[src/rtl/traffic_pkg.sv]
// Shared types and constants for the traffic phase controller.
// Phase encoding is visible on the phase output and must stay stable.
package traffic_pkg;

   typedef enum logic [1:0] {
      ALLRED = 2'd0,
      GREEN  = 2'd1,
      YELLOW = 2'd2
   } phase_e;

   // Per-direction light encoding {red,yellow,green}
   localparam logic [2:0] L_RED = 3'b100;
   localparam logic [2:0] L_YEL = 3'b010;
   localparam logic [2:0] L_GRN = 3'b001;

   function automatic int unsigned max3(input int unsigned a,
                                        input int unsigned b,
                                        input int unsigned c);
      int unsigned m;
      m = a;
      if (b > m) m = b;
      if (c > m) m = c;
      return m;
   endfunction

endpackage

[src/rtl/phase_timer.sv]
// Phase countdown: loads (duration-1) on phase entry, steps down on tick_en,
// and flags expiry on a tick seen at zero. freeze holds the count and masks expiry.
module phase_timer #(
   parameter int unsigned W       = 3,
   parameter int unsigned RST_VAL = 0
) (
   input  logic         clk,
   input  logic         reset,
   input  logic         load,
   input  logic [W-1:0] value,
   input  logic         tick_en,
   input  logic         freeze,
   output logic         expired
);

   logic [W-1:0] cnt_q, cnt_d;

   assign expired = tick_en && !freeze && (cnt_q == '0);

   always_comb begin
      cnt_d = cnt_q;
      if (load) begin
         cnt_d = value;
      end else if (tick_en && !freeze && (cnt_q != '0)) begin
         cnt_d = cnt_q - 1'b1;
      end
   end

   always_ff @(posedge clk or posedge reset) begin
      if (reset) begin
         cnt_q <= W'(RST_VAL);
      end else begin
         cnt_q <= cnt_d;
      end
   end

endmodule

[src/rtl/traffic_phase_ctrl.sv]
// Traffic phase controller: round-robin green/yellow/all-red sequencing over
// NUM_DIR approaches with demand skipping, green extension and emergency pre-emption.
module traffic_phase_ctrl
   import traffic_pkg::*;
#(
   parameter int unsigned NUM_DIR    = 4,
   parameter int unsigned GREEN_CYC  = 5,
   parameter int unsigned YELLOW_CYC = 2,
   parameter int unsigned ALLRED_CYC = 1
) (
   input  logic                       clk,
   input  logic                       reset,
   input  logic                       tick_en,
   input  logic [NUM_DIR-1:0]         demand,
   input  logic                       emerg_req,
   input  logic [$clog2(NUM_DIR)-1:0] emerg_dir,
   output logic [NUM_DIR*3-1:0]       lights,
   output logic [$clog2(NUM_DIR)-1:0] active_dir,
   output logic [1:0]                 phase
);

   localparam int unsigned DW   = $clog2(NUM_DIR);
   localparam int unsigned MAXD = max3(GREEN_CYC, YELLOW_CYC, ALLRED_CYC);
   localparam int unsigned TW   = $clog2(MAXD) + 1;

   localparam logic [TW-1:0] LD_GRN = TW'(GREEN_CYC - 1);
   localparam logic [TW-1:0] LD_YEL = TW'(YELLOW_CYC - 1);
   localparam logic [TW-1:0] LD_ARD = TW'(ALLRED_CYC - 1);

   localparam logic [NUM_DIR-1:0] ONE_HOT0 = NUM_DIR'(1);

   phase_e               state_q, state_d;
   logic [DW-1:0]        dir_q, dir_d;
   logic [NUM_DIR*3-1:0] lights_q, lights_d;

   logic          tmr_load;
   logic [TW-1:0] tmr_value;
   logic          tmr_freeze;
   logic          tmr_exp;

   logic          emerg_ok;
   logic [DW-1:0] rr_dir;
   logic          own_only;

   // Out-of-range emergency directions are ignored when NUM_DIR is not a power of two
   if ((1 << DW) == NUM_DIR) begin : g_emerg_pow2
      assign emerg_ok = emerg_req;
   end else begin : g_emerg_range
      assign emerg_ok = emerg_req && (32'(emerg_dir) < NUM_DIR);
   end

   // Kept outside the FSM block so expiry does not loop back through it
   assign tmr_freeze = (state_q == GREEN) && emerg_ok && (emerg_dir == dir_q);

   assign own_only = (demand == (ONE_HOT0 << dir_q));

   phase_timer #(
      .W       (TW),
      .RST_VAL (ALLRED_CYC - 1)
   ) u_timer (
      .clk     (clk),
      .reset   (reset),
      .load    (tmr_load),
      .value   (tmr_value),
      .tick_en (tick_en),
      .freeze  (tmr_freeze),
      .expired (tmr_exp)
   );

   always_comb begin : rr_search
      int unsigned idx;
      logic        found;
      idx    = 0;
      found  = 1'b0;
      rr_dir = DW'((32'(dir_q) + 32'd1) % NUM_DIR);
      for (int unsigned k = 1; k <= NUM_DIR; k++) begin
         idx = (32'(dir_q) + k) % NUM_DIR;
         if (!found && demand[DW'(idx)]) begin
            found  = 1'b1;
            rr_dir = DW'(idx);
         end
      end
   end

   always_comb begin
      state_d   = state_q;
      dir_d     = dir_q;
      tmr_load  = 1'b0;
      tmr_value = LD_ARD;
      case (state_q)
         ALLRED: begin
            if (tmr_exp) begin
               state_d   = GREEN;
               dir_d     = emerg_ok ? emerg_dir : rr_dir;
               tmr_load  = 1'b1;
               tmr_value = LD_GRN;
            end
         end
         GREEN: begin
            if (emerg_ok && (emerg_dir != dir_q)) begin
               state_d   = YELLOW;
               tmr_load  = 1'b1;
               tmr_value = LD_YEL;
            end else if (tmr_exp) begin
               tmr_load = 1'b1;
               if (own_only) begin
                  tmr_value = LD_GRN;
               end else begin
                  state_d   = YELLOW;
                  tmr_value = LD_YEL;
               end
            end
         end
         YELLOW: begin
            if (tmr_exp) begin
               state_d   = ALLRED;
               tmr_load  = 1'b1;
               tmr_value = LD_ARD;
            end
         end
         default: begin
            state_d   = ALLRED;
            tmr_load  = 1'b1;
            tmr_value = LD_ARD;
         end
      endcase
   end

   // Lights are decoded from next state so they register on the same edge as the phase
   always_comb begin
      lights_d = {NUM_DIR{L_RED}};
      for (int unsigned i = 0; i < NUM_DIR; i++) begin
         if (32'(dir_d) == i) begin
            if (state_d == GREEN) begin
               lights_d[3*i +: 3] = L_GRN;
            end else if (state_d == YELLOW) begin
               lights_d[3*i +: 3] = L_YEL;
            end
         end
      end
   end

   always_ff @(posedge clk or posedge reset) begin
      if (reset) begin
         state_q  <= ALLRED;
         dir_q    <= DW'(NUM_DIR - 1);
         lights_q <= {NUM_DIR{L_RED}};
      end else begin
         state_q  <= state_d;
         dir_q    <= dir_d;
         lights_q <= lights_d;
      end
   end

   assign lights     = lights_q;
   assign active_dir = dir_q;
   assign phase      = state_q;

endmodule

[config.mk]
export PLATFORM = sky130hd
export DESIGN_NAME = traffic_phase_ctrl
export DESIGN_NICKNAME = d
export VERILOG_FILES = /design/src/rtl/traffic_pkg.sv /design/src/rtl/phase_timer.sv /design/src/rtl/traffic_phase_ctrl.sv
export SDC_FILE = /design/constraint.sdc
export NUM_CORES = 1
export LEC_CHECK = 0
export BUFFER_PORTS_ARGS = -buffer_cell sky130_fd_sc_hd__clkbuf_2
export CAP_MARGIN = 20
export CORE_MARGIN = 2
export CORE_UTILIZATION = 39
export DETAILED_ROUTE_END_ITERATION = 10
export REMOVE_ABC_BUFFERS = 1
export SETUP_SLACK_MARGIN = 0.02
export SYNTH_ARGS = -nofsm -noshare
export SYNTH_HDL_FRONTEND = slang
export SYNTH_SLANG_ARGS = --single-unit
[constraint.sdc]
create_clock -name clk -period 3.6 [get_ports clk]
set_input_delay 0.18 -clock clk [delete_from_list [all_inputs] [get_ports clk]]
set_output_delay 0.18 -clock clk [all_outputs]
set_load 0.03 [all_outputs]
==> impl_results.md <==
* Status: completed
* Die Wd at 65.3 um
* Detailed placer's ending HPWL at 2.27 mm
* Hold crit path type: input pin to asynchronous set/reset pin
* Async set-reset flop share out of synthesis at 100%
* Clock period minus worst slack at 3.18 ns
* Fillcell total at 368
* DRT Pass-1 Iters at 4
* Worst-margin pin slew at 0.698 ns
* Post-DR wirelength/cell at 13.7 um
* DRT antenna net count at 0
* Critical path launch point type: register
* Post-synthesis mux area share at 8.36%
* Site row count at 22
* Ratio of cells with drive above 1 in the final layout at 23.6%
* Synth Area in Simple Gates at 24.7%
* Type of destination of the critical path: register
* Postcts setup bufs at 0
* CTS Hold Bufs at 0
* Num CTS Buffers at 3
* WP data required at 3.78 ns
* Slew Viols, Final at 0
* Total Routing Usage GR at 15.7%
* CP max FO at 21
* DP Worst Slack at 0.447 ns
* Total chip power at 0.00144 W
* Placed Cells at 222
* Fin crit share at 88.4%
* Static Leak at 0.780 nW
* First-pass GRT wire length at 5.35 mm
* I/O pin count at 26
* Clk pin slew, worst setup/hold paths at 0.07 ns
* Post-synthesis xor/xnor area fraction at 4.18%
* Synth Area in Compound Gates at 14.7%
* Max-cap violations at 0
* DR iter-0 viols at 64
* RePlAce Congestion at 0.912
* Area Overhead vs Synth at 12.3%
* Syn Std Cell Area at 1470 um^2
* Power per cell area at 877 nW/um^2
* RSZ-0062 raised after global routing: false
* Longest Clk Path Bufs at 2
* Via count at 1212
* Critical setup path kind: register to register
* Synth cell types at 45
* Post-synth EDFFs at 0
* Resize count post-CTS at 0
* Final cell count without fillers at 226
* Vias per std cell at 5.36
* Global route overflow at 0
* Syn. warnings at 0
* Max-slew headroom at 53.4%
* Clock latency on the worst-skew pair at 0.26 ns
* Clock skew at 0.00571 ns
* Final Hold Fails at 0
* Starting Density at 40.4%
* Worst VDD drop at 0.518 mV
* Critical path arrival at 3.36 ns
* Clock Tree Root: clkbuf_8
* DR DRC count at 0
* Register bit total from synthesis at 20
* Worst setup margin at 0.416 ns
* CTS H-tree depth at 1
* Fmax achieved at 0.314 GHz
* Sequential-to-total area share from yosys stat at 34.6%
* Fin nets at 197
* Largest net degree at the start of global routing at 22
* Primary FF master, synth: dfrtp_1
* CTS tree: built
* Largest family of logic cells by synthesized area: simple AND/OR/NAND/NOR gates
* Die H at 65.3 um
* DRT Wirelength at 3.09 mm
* TNS Setup at 0 ns
* Port buffer count at 25
* Setup violators final at 0
* Core ar. at 3630 um^2
* Syn Area/Cell at 9.17 um^2
* Post-Synthesis Cells at 160
* Number of global-route vias before repair at 1153
* Die area at 4270 um^2
* Adder-cell share of the synthesized area at 6.83%
* Initial antenna violation count at 0
* # diodes at 0
* CTS Sinks at 20
-- synthesized netlist by cell type (all sizes together) (6+ instances only) --
cell type,number,area share [%]
nor2b,6,2.6
inv,8,2.0
dfstp,6,11
nand2,16,4.3
o21ai,6,2.0
xnor2,7,4.2
a21oi,9,3.1
buf,9,3.7
ha,8,6.8
mux2i,10,6.8
nor2,10,2.6
dfrtp,14,24
-- layout by cell type, fill, tap and decap left out, drive strengths merged, types with 2 or more instances in the layout --
cell type	synthesis	final
clkbuf	3	29
nand2	16	16
dfrtp	14	14
nor2	10	10
mux2i	10	10
a21oi	9	9
inv	8	8
ha	8	8
xnor2	7	7
o21ai	6	6
nor2b	6	6
dfstp	6	6
a211o	3	3
or3	3	3
nor3	3	3
nand3b	3	3
nor3b	3	3
and3b	3	3
and2	3	3
nand4	2	2
or3b	2	2
a211oi	2	2
o21bai	2	2
and4	2	2
and3	2	2
nand3	2	2
-- where the power goes --
group / switching [W] / leakage (nW) / internal, W
logic: 0.000507 / 0.502 / 0.000360
clock network: 0.0000686 / 0.0288 / 0.0000972
registers: 0.0000966 / 0.250 / 0.000315
total: 0.000672 / 0.780 / 0.000772
-- flip-flops by register name, indices dropped and copies added, names as in the netlist --
signal	cells
lights	12
active_dir	2
u_timer.cnt_q	4
phase	2
-- layout make-up --
type | count | area [um^2] | share of cell area, %
Multi-Input combinational cell | 120 | 861 | 52.3
Sequential cell | 20 | 508 | 30.9
Timing Repair Buffer | 26 | 133 | 8.05
Tap cell | 48 | 60.1 | 3.65
Clock buffer | 4 | 55.1 | 3.34
Inverter | 8 | 30.0 | 1.82
-- layer usage --
layer	GRT usage [%]	vias up	share of wire, %
li1	-	597	-
met1	21.3	581	47
met2	25.9	25	47
met3	1.88	9	3.5
met4	5.73	0	2.1
met5	0	-	0
-- worst max-delay path, stage by stage (launching register included) --
cell,delay [ns]
dfstp_2,0.79
inv_1,0.20
ha_1,0.35
buf_4,0.22
mux2i_1,0.25
mux2i_1,0.12
a211oi_2,0.22
mux2i_1,0.38
nand2_2,0.19
or3b_1,0.38
-- final timing paths --
| path | startpoint | to | slack [ns] | depth (start not counted) |
|---|---|---|---|---|
| setup / recovery | active_dir[0] | lights[8] | 0.42 | 9 |
| hold / removal | reset | u_timer.cnt_q[2] | 0.0004 | 2 |
| setup reg to reg | active_dir[0] | lights[8] | 0.42 | 9 |
| hold reg to reg | u_timer.cnt_q[1] | u_timer.cnt_q[1] | 0.55 | 2 |
| max in group asynchronous | reset | lights[10] | 3.15 | 2 |
| min in group clk | tick_en | u_timer.cnt_q[1] | 0.34 | 5 |
-- per-stage QoR --
stage               cell area [um^2]  util [%]  hold slack, ns
floorplan                       1400         -           0.139
global placement                1590      43.8           0.300
detailed placement              1590      43.8           0.317
CTS                             1650      45.3          0.0355
global route                    1650      45.3          0.0844
finish                          1650      45.3        0.000409
-- cell families (layout without fill, tap and decap cells) --
family | after synthesis | after routing
DFF | 20 | 20
adders and majority gates | 8 | 8
AOI/OAI and AO/OA | 31 | 31
xor gates and xnor gates | 7 | 7
buffers and inverters | 20 | 38
and+or+nand+nor | 63 | 63
muxes | 11 | 11
Power figures use the tool's default switching activity.
